### src/rtl/svc_rv_ext_md.sv
// RV32/64 M-extension multiply/divide unit, one operation in flight.
// Latency: MUL* = MUL_STAGES cycles; DIV* = XLEN+1 cycles (1 on div-by-zero / signed overflow).
// Backpressure: in_ready only in IDLE; the result is held in DONE until out_ready.
//
// Ports: clk, rst_n (sync, active-low), flush,
//        in_valid/in_ready/in_op/in_rs1/in_rs2 (request),
//        out_valid/out_ready/out_result/out_illegal (response).
// Build option: define SVC_RV_EXT_MD_DIV_EN to include the divider; without it
// ops 4-7 complete in one cycle flagged illegal (Zmmul behaviour).
module svc_rv_ext_md #(
    parameter int XLEN       = 32,
    parameter int MUL_STAGES = 2
) (
    input  logic            clk,
    input  logic            rst_n,
    input  logic            flush,
    input  logic            in_valid,
    output logic            in_ready,
    input  logic [2:0]      in_op,
    input  logic [XLEN-1:0] in_rs1,
    input  logic [XLEN-1:0] in_rs2,
    output logic            out_valid,
    input  logic            out_ready,
    output logic [XLEN-1:0] out_result,
    output logic            out_illegal
);

    localparam logic [1:0] S_IDLE = 2'd0;
    localparam logic [1:0] S_MUL  = 2'd1;
    localparam logic [1:0] S_DIV  = 2'd2;
    localparam logic [1:0] S_DONE = 2'd3;

    localparam int CW = $clog2(XLEN + 1) + 1;

    logic [1:0]      state;
    logic [CW-1:0]   cnt;
    logic [2:0]      op_r;
    // a_r/b_r hold the multiply operands, or dividend-shifting-to-quotient
    // and divisor magnitude while dividing.
    logic [XLEN-1:0] a_r;
    logic [XLEN-1:0] b_r;
    logic [XLEN-1:0] res_r;
    logic            ill_r;

    // ---------------- multiplier ----------------
    // Operands are sign- or zero-extended to 2*XLEN+2 bits so a single
    // unsigned multiply yields the correct low bits for every signedness mix.
    logic                a_sgn;
    logic                b_sgn;
    logic [2*XLEN+1:0]   a_wide;
    logic [2*XLEN+1:0]   b_wide;
    logic [2*XLEN+1:0]   prod;
    logic [XLEN-1:0]     mul_res;

    always_comb begin
        a_sgn   = (op_r == 3'd1) || (op_r == 3'd2);
        b_sgn   = (op_r == 3'd1);
        a_wide  = {{(XLEN+2){a_sgn & a_r[XLEN-1]}}, a_r};
        b_wide  = {{(XLEN+2){b_sgn & b_r[XLEN-1]}}, b_r};
        prod    = a_wide * b_wide;
        mul_res = (op_r == 3'd0) ? prod[XLEN-1:0] : prod[2*XLEN-1:XLEN];
    end

`ifdef SVC_RV_EXT_MD_DIV_EN
    // ---------------- divider ----------------
    logic [XLEN-1:0] rem_r;
    logic            neg_q_r;
    logic            neg_r_r;
    logic            fast_r;

    // Request-side decode (evaluated on the accepting edge).
    logic            d_signed;
    logic            d_is_rem;
    logic            rs1_neg;
    logic            rs2_neg;
    logic [XLEN-1:0] dvd_mag;
    logic [XLEN-1:0] dsr_mag;
    logic            div_zero;
    logic            div_ovf;
    logic [XLEN-1:0] fast_res;

    always_comb begin
        d_signed = ~in_op[0];
        d_is_rem = in_op[1];
        rs1_neg  = d_signed & in_rs1[XLEN-1];
        rs2_neg  = d_signed & in_rs2[XLEN-1];
        dvd_mag  = rs1_neg ? (~in_rs1 + 1'b1) : in_rs1;
        dsr_mag  = rs2_neg ? (~in_rs2 + 1'b1) : in_rs2;
        div_zero = (in_rs2 == '0);
        div_ovf  = d_signed && (in_rs1 == {1'b1, {(XLEN-1){1'b0}}}) && (in_rs2 == '1);
        if (div_zero)
            fast_res = d_is_rem ? in_rs1 : '1;
        else
            fast_res = d_is_rem ? '0 : in_rs1;
    end

    // One restoring step: shift in the next dividend bit, try subtracting.
    // Bit XLEN of the difference is the borrow (remainder < divisor always).
    logic [XLEN:0]   shl;
    logic [XLEN:0]   diff;
    logic [XLEN-1:0] q_fix;
    logic [XLEN-1:0] r_fix;

    always_comb begin
        shl   = {rem_r, a_r[XLEN-1]};
        diff  = shl - {1'b0, b_r};
        q_fix = neg_q_r ? (~a_r + 1'b1) : a_r;
        r_fix = neg_r_r ? (~rem_r + 1'b1) : rem_r;
    end
`endif

    // ---------------- control ----------------
    always_ff @(posedge clk) begin
        if (!rst_n) begin
            state   <= S_IDLE;
            cnt     <= '0;
            op_r    <= '0;
            a_r     <= '0;
            b_r     <= '0;
            res_r   <= '0;
            ill_r   <= 1'b0;
`ifdef SVC_RV_EXT_MD_DIV_EN
            rem_r   <= '0;
            neg_q_r <= 1'b0;
            neg_r_r <= 1'b0;
            fast_r  <= 1'b0;
`endif
        end else if (flush) begin
            // Flush wins over a same-cycle accept: the request is dropped.
            state <= S_IDLE;
            cnt   <= '0;
        end else begin
            case (state)
                S_IDLE: begin
                    if (in_valid) begin
                        op_r  <= in_op;
                        a_r   <= in_rs1;
                        b_r   <= in_rs2;
                        cnt   <= '0;
                        ill_r <= 1'b0;
                        if (!in_op[2]) begin
                            state <= S_MUL;
                        end else begin
                            state <= S_DIV;
`ifdef SVC_RV_EXT_MD_DIV_EN
                            a_r     <= dvd_mag;
                            b_r     <= dsr_mag;
                            rem_r   <= '0;
                            neg_q_r <= rs1_neg ^ rs2_neg;
                            neg_r_r <= rs1_neg;
                            fast_r  <= div_zero | div_ovf;
                            res_r   <= fast_res;
`else
                            res_r   <= '0;
                            ill_r   <= 1'b1;
`endif
                        end
                    end
                end
                S_MUL: begin
                    if (cnt == CW'(MUL_STAGES - 1)) begin
                        res_r <= mul_res;
                        state <= S_DONE;
                    end else begin
                        cnt <= cnt + 1'b1;
                    end
                end
                S_DIV: begin
`ifdef SVC_RV_EXT_MD_DIV_EN
                    if (fast_r) begin
                        state <= S_DONE;
                    end else if (cnt == CW'(XLEN)) begin
                        // Sign fixup cycle after the last quotient bit.
                        res_r <= op_r[1] ? r_fix : q_fix;
                        state <= S_DONE;
                    end else begin
                        if (!diff[XLEN]) begin
                            rem_r <= diff[XLEN-1:0];
                            a_r   <= {a_r[XLEN-2:0], 1'b1};
                        end else begin
                            rem_r <= shl[XLEN-1:0];
                            a_r   <= {a_r[XLEN-2:0], 1'b0};
                        end
                        cnt <= cnt + 1'b1;
                    end
`else
                    state <= S_DONE;
`endif
                end
                default: begin
                    if (out_ready)
                        state <= S_IDLE;
                end
            endcase
        end
    end

    assign in_ready    = (state == S_IDLE) && rst_n;
    assign out_valid   = (state == S_DONE);
    assign out_result  = res_r;
    assign out_illegal = ill_r;

endmodule

### config.mk
export PLATFORM = sky130hd
export DESIGN_NAME = svc_rv_ext_md
export DESIGN_NICKNAME = d
export VERILOG_FILES = /design/src/rtl/svc_rv_ext_md.sv
export SDC_FILE = /design/constraint.sdc
export NUM_CORES = 2
export LEC_CHECK = 0
export BUFFER_PORTS_ARGS = -buffer_cell sky130_fd_sc_hd__clkbuf_2
export CAP_MARGIN = 20
export CORE_UTILIZATION = 27
export DETAILED_ROUTE_END_ITERATION = 10
export PLACE_DENSITY = 0.52
export SYNTH_ARGS = -nofsm -noshare
export SYNTH_HDL_FRONTEND = slang
export SYNTH_SLANG_ARGS = --single-unit
### constraint.sdc
create_clock -name clk -period 15.04 [get_ports clk]
set_clock_uncertainty 0.15 [all_clocks]
set_input_delay 0.752 -clock clk [delete_from_list [all_inputs] [get_ports clk]]
set_output_delay 0.752 -clock clk [all_outputs]
set_load 0.005 [all_outputs]
### Word-level counts from Yosys, hierarchy flattened

Cells that the tools add are included.

| storage, ports and cells | value |
|---|---|
| word-level logic and storage cells | 48 |
| bits in registers | 109 |
| input bits | 72 |
| output and inout port bits | 35 |

| cells by class | value |
|---|---|
| bitwise logic cells | 4 |
| reduce and logical (&&, ||, !) cells | 11 |
| mux-type cells | 14 |
| equal/unequal tests | 10 |
| $add $sub $neg | 1 |
| $mul | 1 |

Operators with widths:

| operator | count |
|---|---|
| 2-to-1 mux 32 bit | 4 |
| multiplier 33 x 33 -> 64 bit | 1 |
| one-hot mux 32 bit (2 select lines) | 1 |
| 2-to-1 mux 7 bit | 2 |
| one-hot mux 7 bit (2 select lines) | 1 |
| AND reduction 3 bit | 3 |
| 2-to-1 mux 2 bit | 4 |
| inequality test 2 bit, second input constant | 4 |
| adder 7 x 1 -> 7 bit, second input constant | 1 |
| == test 7 x 1 -> 1 bit, second input constant | 1 |
| one-hot mux 2 bit (3 select lines) | 1 |
| AND reduction 5 bit | 1 |
| == test 2 bit, second input constant | 2 |
| nonzero test 4 bit | 1 |
| == test 3 x 1 -> 1 bit, second input constant | 1 |
| == test 3 x 2 -> 1 bit, second input constant | 1 |
| logical NOT 3 bit | 1 |
| bitwise AND 1 bit | 2 |
| == test 2 x 1 -> 1 bit, second input constant | 1 |
| logical NOT 2 bit | 1 |
| NOT 1 bit | 2 |
| nonzero test 2 bit | 1 |
| OR reduction 2 bit | 1 |
| logical AND 1 bit | 1 |
| other kinds (2) | 2 |

### Longest topological paths before layout

| depth | value |
|---|---|
| word-level depth | 7 |
| mapped depth | 32 |
| depth with buffers taken out | 28 |

### Worst setup path after synthesis

Ideal clock, no wire load.

| timing | value |
|---|---|
| kind | reg2reg |
| start point | register op_r[1] |
| end point | register res_r[31], in the netlist out_result[31] |
| buffers on the path | 3 |
| arrival | 8226 ps |
| required time | 14799 ps |
| setup slack | 6573 ps |
| setup time | 91 ps |
| period minus slack after synthesis | 8467 ps |
| stages on the path, launching flop included | 31 |
| cells stage by stage | dfxtp_1 -> clkbuf_1 -> xnor2_1 -> nor2_1 -> clkbuf_1 -> nand2_1 -> inv_1 -> fa_1 -> inv_1 -> fa_1 -> inv_1 -> fa_1 -> inv_1 -> fa_1 -> inv_1 -> fa_1 -> fa_1 -> fa_1 -> inv_1 -> fa_1 -> inv_1 -> ha_1 -> buf_2 -> nand4_1 -> nor2_1 -> and3_1 -> nand2_1 -> a311oi_2 -> nor2_2 -> or4_1 -> a311oi_1 |

| between the ends | value |
|---|---|
| word-level cells in the longest chain between the ends | 7 |
| elaborated cells between the ends (all ways) | 10 |
| those cells by class | mul: 1; eq/ne: 2; mux: 3; bitwise: 2; reduce/logical: 2 |

Ends and longest elaborated chain:

| item | RTL line | source |
|---|---|---|
| start: declaration | 37 | `logic [2:0] op_r;` |
| start signal: assignment | 136 | `op_r <= in_op;` |
| == test 3 x 1 -> 1 bit / == test 3 x 2 -> 1 bit (equally long branches) | 56, 57 |  |
| logical OR 1 bit | 56 | `a_sgn = (op_r == 3'd1) \|\| (op_r == 3'd2);` |
| bitwise AND 1 bit | 58 | `a_wide = {{(XLEN+2){a_sgn & a_r[XLEN-1]}}, a_r};` |
| multiplier 33 x 33 -> 64 bit | 60 | `prod = a_wide * b_wide;` |
| 2-to-1 mux 32 bit * | 61 | `mul_res = (op_r == 3'd0) ? prod[XLEN-1:0] : prod[2*XLEN-1:XLEN];` |
| 2-to-1 mux 32 bit * | 161 | `if (cnt == CW'(MUL_STAGES - 1)) begin` |
| one-hot mux 32 bit (2 select lines) * | 133 | `case (state)` |
| end signal: assignment | 162 | `res_r <= mul_res;` |
| end: declaration | 42 | `logic [XLEN-1:0] res_r;` |

Mark *: on every way between the ends. The rest lies on a longest branch, timed or not. The select of a mux whose other input is x is not followed.
A chain may end at the register's enable or synchronous reset.

### Worst setup path in the final report

| timing | value |
|---|---|
| start point | register a_r[31] |
| end point | register res_r[31], in the netlist out_result[31] |

| between the ends | value |
|---|---|
| word-level cells in the longest chain between the ends | 5 |

Ends and longest elaborated chain:

| item | RTL line | source |
|---|---|---|
| start: declaration | 40 | `logic [XLEN-1:0] a_r;` |
| start signal: assignment | 137 | `a_r <= in_rs1;` |
| bitwise AND 1 bit | 58 |  |
| multiplier 33 x 33 -> 64 bit * | 60 |  |
| 2-to-1 mux 32 bit * | 61 |  |
| 2-to-1 mux 32 bit * | 161 |  |
| one-hot mux 32 bit (2 select lines) * | 133 |  |

Marked as above.

==> results.md <==
Detailed routing:
- The remaining antenna violation count after routing is 0.
- The first TritonRoute pass finished after 5 iterations.
- The final wirelength is roughly 120000 um.
- In this run, the number of DRC markers left after iteration 0 of detailed routing was ~1.7k.
- Using the TritonRoute via totals, the vias-per-cell ratio works out to roughly 4.5.
- The total number of vias is 30.62k.
- In the final routed layout, each cell accounts on average for between 15 and 20 um.
- In the routed design, unresolved DRC markers number 0.

Power:
- Cell internal power was estimated by the tool at 618.4 uW.
- The net switching power is just under 600 uW.
- Of the total power, the share spent switching nets is 48.84%.
- The share of total power dissipated in the clock network is approximately 25%.
- The sequential cell fraction of total power is 26.1%.
- The leakage component of the power is about 21 nW.
- The cell area power density is 26.76 nW/um^2.
- The fraction of power consumed by combinational cells is about 49%.
- The worst voltage drop across the vdd grid is 0.06308 mV.
- The overall power consumption is around 1.2 mW.

Synth:
- The per-instance average area after synthesis is 8.835 um^2.
- After synthesis, flip-flops and latches occupy 5.107% of the total area.
- The number of different library cells used by synthesis comes to about 70.
- The number of synthesis warnings is 0.
- The most common cell in the synthesized netlist is sky130_fd_sc_hd__inv_1.
- Yosys attributes the largest share of cell area to sky130_fd_sc_hd__fa_1 (53%), sky130_fd_sc_hd__inv_1 (10%), sky130_fd_sc_hd__nand2_1 (8.5%), sky130_fd_sc_hd__ha_1 (6.4%), sky130_fd_sc_hd__dfxtp_1 (5.1%).
- The cell taking the most area after synthesis is sky130_fd_sc_hd__fa_1.
- The cell count after synthesis came out at around 4.8k.
- The post-synthesis net count is 6206.
- The share of async-settable or async-resettable flops after synthesis is 0%.
- Counting flops with a built-in enable in the synthesized netlist gives 0.
- After synthesis, the most frequently instantiated cells are sky130_fd_sc_hd__inv_1 (1180), sky130_fd_sc_hd__fa_1 (1125), sky130_fd_sc_hd__nand2_1 (961).
- The total standard cell area after synthesis is ~42000 um^2.
- Of the post-synthesis cell area, the dominant cell type holds between 50% and 60%.
- The number of storage elements in the synthesis netlist is roughly 110.
- Among all flip-flop cells after synthesis, the most frequent one is sky130_fd_sc_hd__dfxtp_1.

CTS:
- Post-CTS repair changed the size of 0 cells.
- The cell sitting at the root of the clock tree is a sky130_fd_sc_hd__clkbuf_16.
- The H-tree depth is 3.
- The total of hold buffers inserted after clock tree synthesis is 0.
- TritonCTS built the clock tree.
- The clock sink total is 108.
- The longest clock path from root to sink contains 2 buffers.
- The later pin in the worst-skew pair is clocked with a latency of around 440 ps.
- Buffers inserted during clock tree synthesis total 9.
- The clock transition at the register clock pins on the worst setup and hold paths after CTS is 90 ps.
- Once the clock tree was built, the setup fixing pass inserted 0 buffers.

STA:
- The count of final hold-check violations is 0.
- The smallest clock period supported by the final layout is computed as between 9000 and 10000 ps.
- The worst path uses about 65% of the clock period.
- Setup total negative slack on the finished layout was measured at 0 ps.
- Setup repair after global routing left no endpoint under its margin.
- The top achievable clock speed is between 100 and 150 MHz.
- The count of pins over their slew limit is 0.
- At the pin with the least slew margin, the transition time is between 900 and 1000 ps.
- Setup violations remaining at the end of the flow were counted as 0.
- The worst pin sits at a relative slew slack of around a third.

GRT:
- Entering global routing, the biggest net connects 68 pins.
- The overflow left after global routing is 0.
- The number of antenna violations at the first check in global routing is 2.
- Across every metal layer, demand over resource in global routing totals 15.88%.
- The number of global-route vias before repair was 33.21k.
- The first global-routing pass estimated approximately 190000 um of wire.

Finish:
- The area taken by flip-flops and latches is between 2000 and 2500 um^2.
- In the final layout, the share of cells above drive strength 1 is roughly 4.6%.
- The filler cells instantiated in the layout total 16.57k.
- The area of combinational cells with multiple inputs is approximately 35000 um^2.
- The final layout contains 6113 nets.
- The layout-stage area growth over the synthesis result is 6.694%.

Place:
- Routability-driven placement finished with a final weighted congestion of between 0.9 and 1.
- Once detailed placement completed, the half-perimeter wirelength came to about 100000 um.
- Port buffering added ~110 buffers.

Critical path:
- The endpoint class of the critical path is a register.
- The largest individual stage delay along the critical path comes from the cell sky130_fd_sc_hd__fa_1.
- Counting stages on the worst path, the most repeated cell is sky130_fd_sc_hd__fa_1.
- The peak fanout along the critical path is 34.
- For the worst setup path, the data required time is around 15000 ps.
- For this run, the slowest stage of the critical path takes between 700 and 800 ps.
- The critical setup path kind is register to register.
- The type of element launching the critical path is a register.
- The endpoint arrival time on the critical path is a little under 10000 ps.

Die:
- For this configuration, the core starts out at a cell density of a little over a quarter.
- The die is ~400 um wide.
- The total I/O pin count is around 110.
- The floorplan step defined a die boundary enclosing ~160000 um^2.
- Row generation in the floorplan step produced about 140 rows.
- The die height is 398.0 um.
- The standard cell core area is 154900 um^2.

Status:
- The run finished with clean final reports.

Run:
- The tool flagged a number of max-cap violations equal to 0.

Hold path:
- The tightest min-delay check is of the register to register type.
-- per-layer routing --
metal | global-route usage, % | wire [um] | vias to the layer above
li1 | - | - | 13600
met1 | 22.09 | 54540 | 16210
met2 | 26.22 | 57930 | 698
met3 | 1.968 | 5953 | 116
met4 | 3.599 | 2661 | 0
met5 | 0 | 0 | -
-- power by group through the flow --
| stage | Clock (mW) | Combinational (mW) | Sequential (mW) |
|---|---|---|---|
| 3_3_place_gp | 0 | 0.592 | 0.322 |
| 5_1_grt | 0.317 | 0.664 | 0.317 |
| 6_report | 0.297 | 0.596 | 0.316 |
| 2_1_floorplan | 0 | 0.393 | 0.309 |
| 4_1_cts | 0.310 | 0.601 | 0.316 |
| 3_5_place_dp | 0 | 0.595 | 0.323 |
-- layout make-up --
type	instances	area share [%]
sequential	108	4.806
inverter	1181	9.816
tap	2044	5.662
clock buffer	9	0.4986
timing repair buffer	174	2.305
multi-input combinational	3225	76.68
antenna	1	0.005540
clock inverter	7	0.2271
-- kinds of logic (layout without fill, tap and decap cells) --
group                      after synthesis  after routing  synth area share, %
AOI/OAI and AO/OA                      338            338                4.983
DFF                                    108            108                5.107
adders and majority gates             1342           1342                59.61
xor gates and xnor gates                72             72                1.489
buffers and inverters                 1459           1371                13.10
muxes                                    2              2              0.04729
and+or+nand+nor                       1471           1471                15.66
other                                    0              1                    0
-- cells in the final DEF (no fill, tap or decap), drive strengths merged, types with 4 or more instances in the layout --
cell type and count:
o211ai 9, o31ai 5, o21bai 11, fa 1125
nor3 11, clkbuf 115, o22ai 11, and3 12
nand2b 9, a31oi 9, a21boi 5, inv 1182
nand2 961, and2 319, a211oi 4, or3 17
a21oi 143, or2 5, o21ai 52, ha 217
nor4 4, nand4 21, o21a 8, nand3 20
clkinv 5, dfxtp 108, nor2b 6, nor2 75
buf 68, a22oi 21, a21o 17, xnor2 44
o221ai 7, a311oi 4, xor2 28
-- stage by stage --
step	instance area, um^2	utilization, %	instances	hold slack (ps)	setup WS, ps
2_1_floorplan	42340	-	4792	298.3	6573
3_3_place_gp	44830	28.93	6731	293.5	5456
3_5_place_dp	44840	28.94	6732	299.2	5296
4_1_cts	45170	29.15	6748	312.1	5228
5_1_grt	45170	29.15	6748	331.1	4553
6_report	45170	29.15	6749	308.7	5298
-- worst max-delay path: cells and delay by family, from the launching register on --
family / cells / cell delay [ps]
AOI/OAI and AO/OA: 2 / 600
adders and majority gates: 9 / 5010
buffers and inverters: 7 / 1710
DFF: 1 / 320
and+or+nand+nor: 9 / 1800
-- flip-flops by register name (all words and copies together), names as in the netlist --
name        count
a_r            32
b_r            32
out_result     32
cnt             7
op_r            3
state           2
-- path summary, 6_finish.rpt --
kind | startpoint | end | slack [ps] | cells after the start
worst min register to register | a_r[30] | a_r[30] | 310 | 2
worst min-delay path | a_r[30] | a_r[30] | 310 | 2
worst max register to register | a_r[31] | out_result[31] | 5300 | 27
worst max-delay path | a_r[31] | out_result[31] | 5300 | 27
Note: power is estimated with default switching activity, not from simulation.
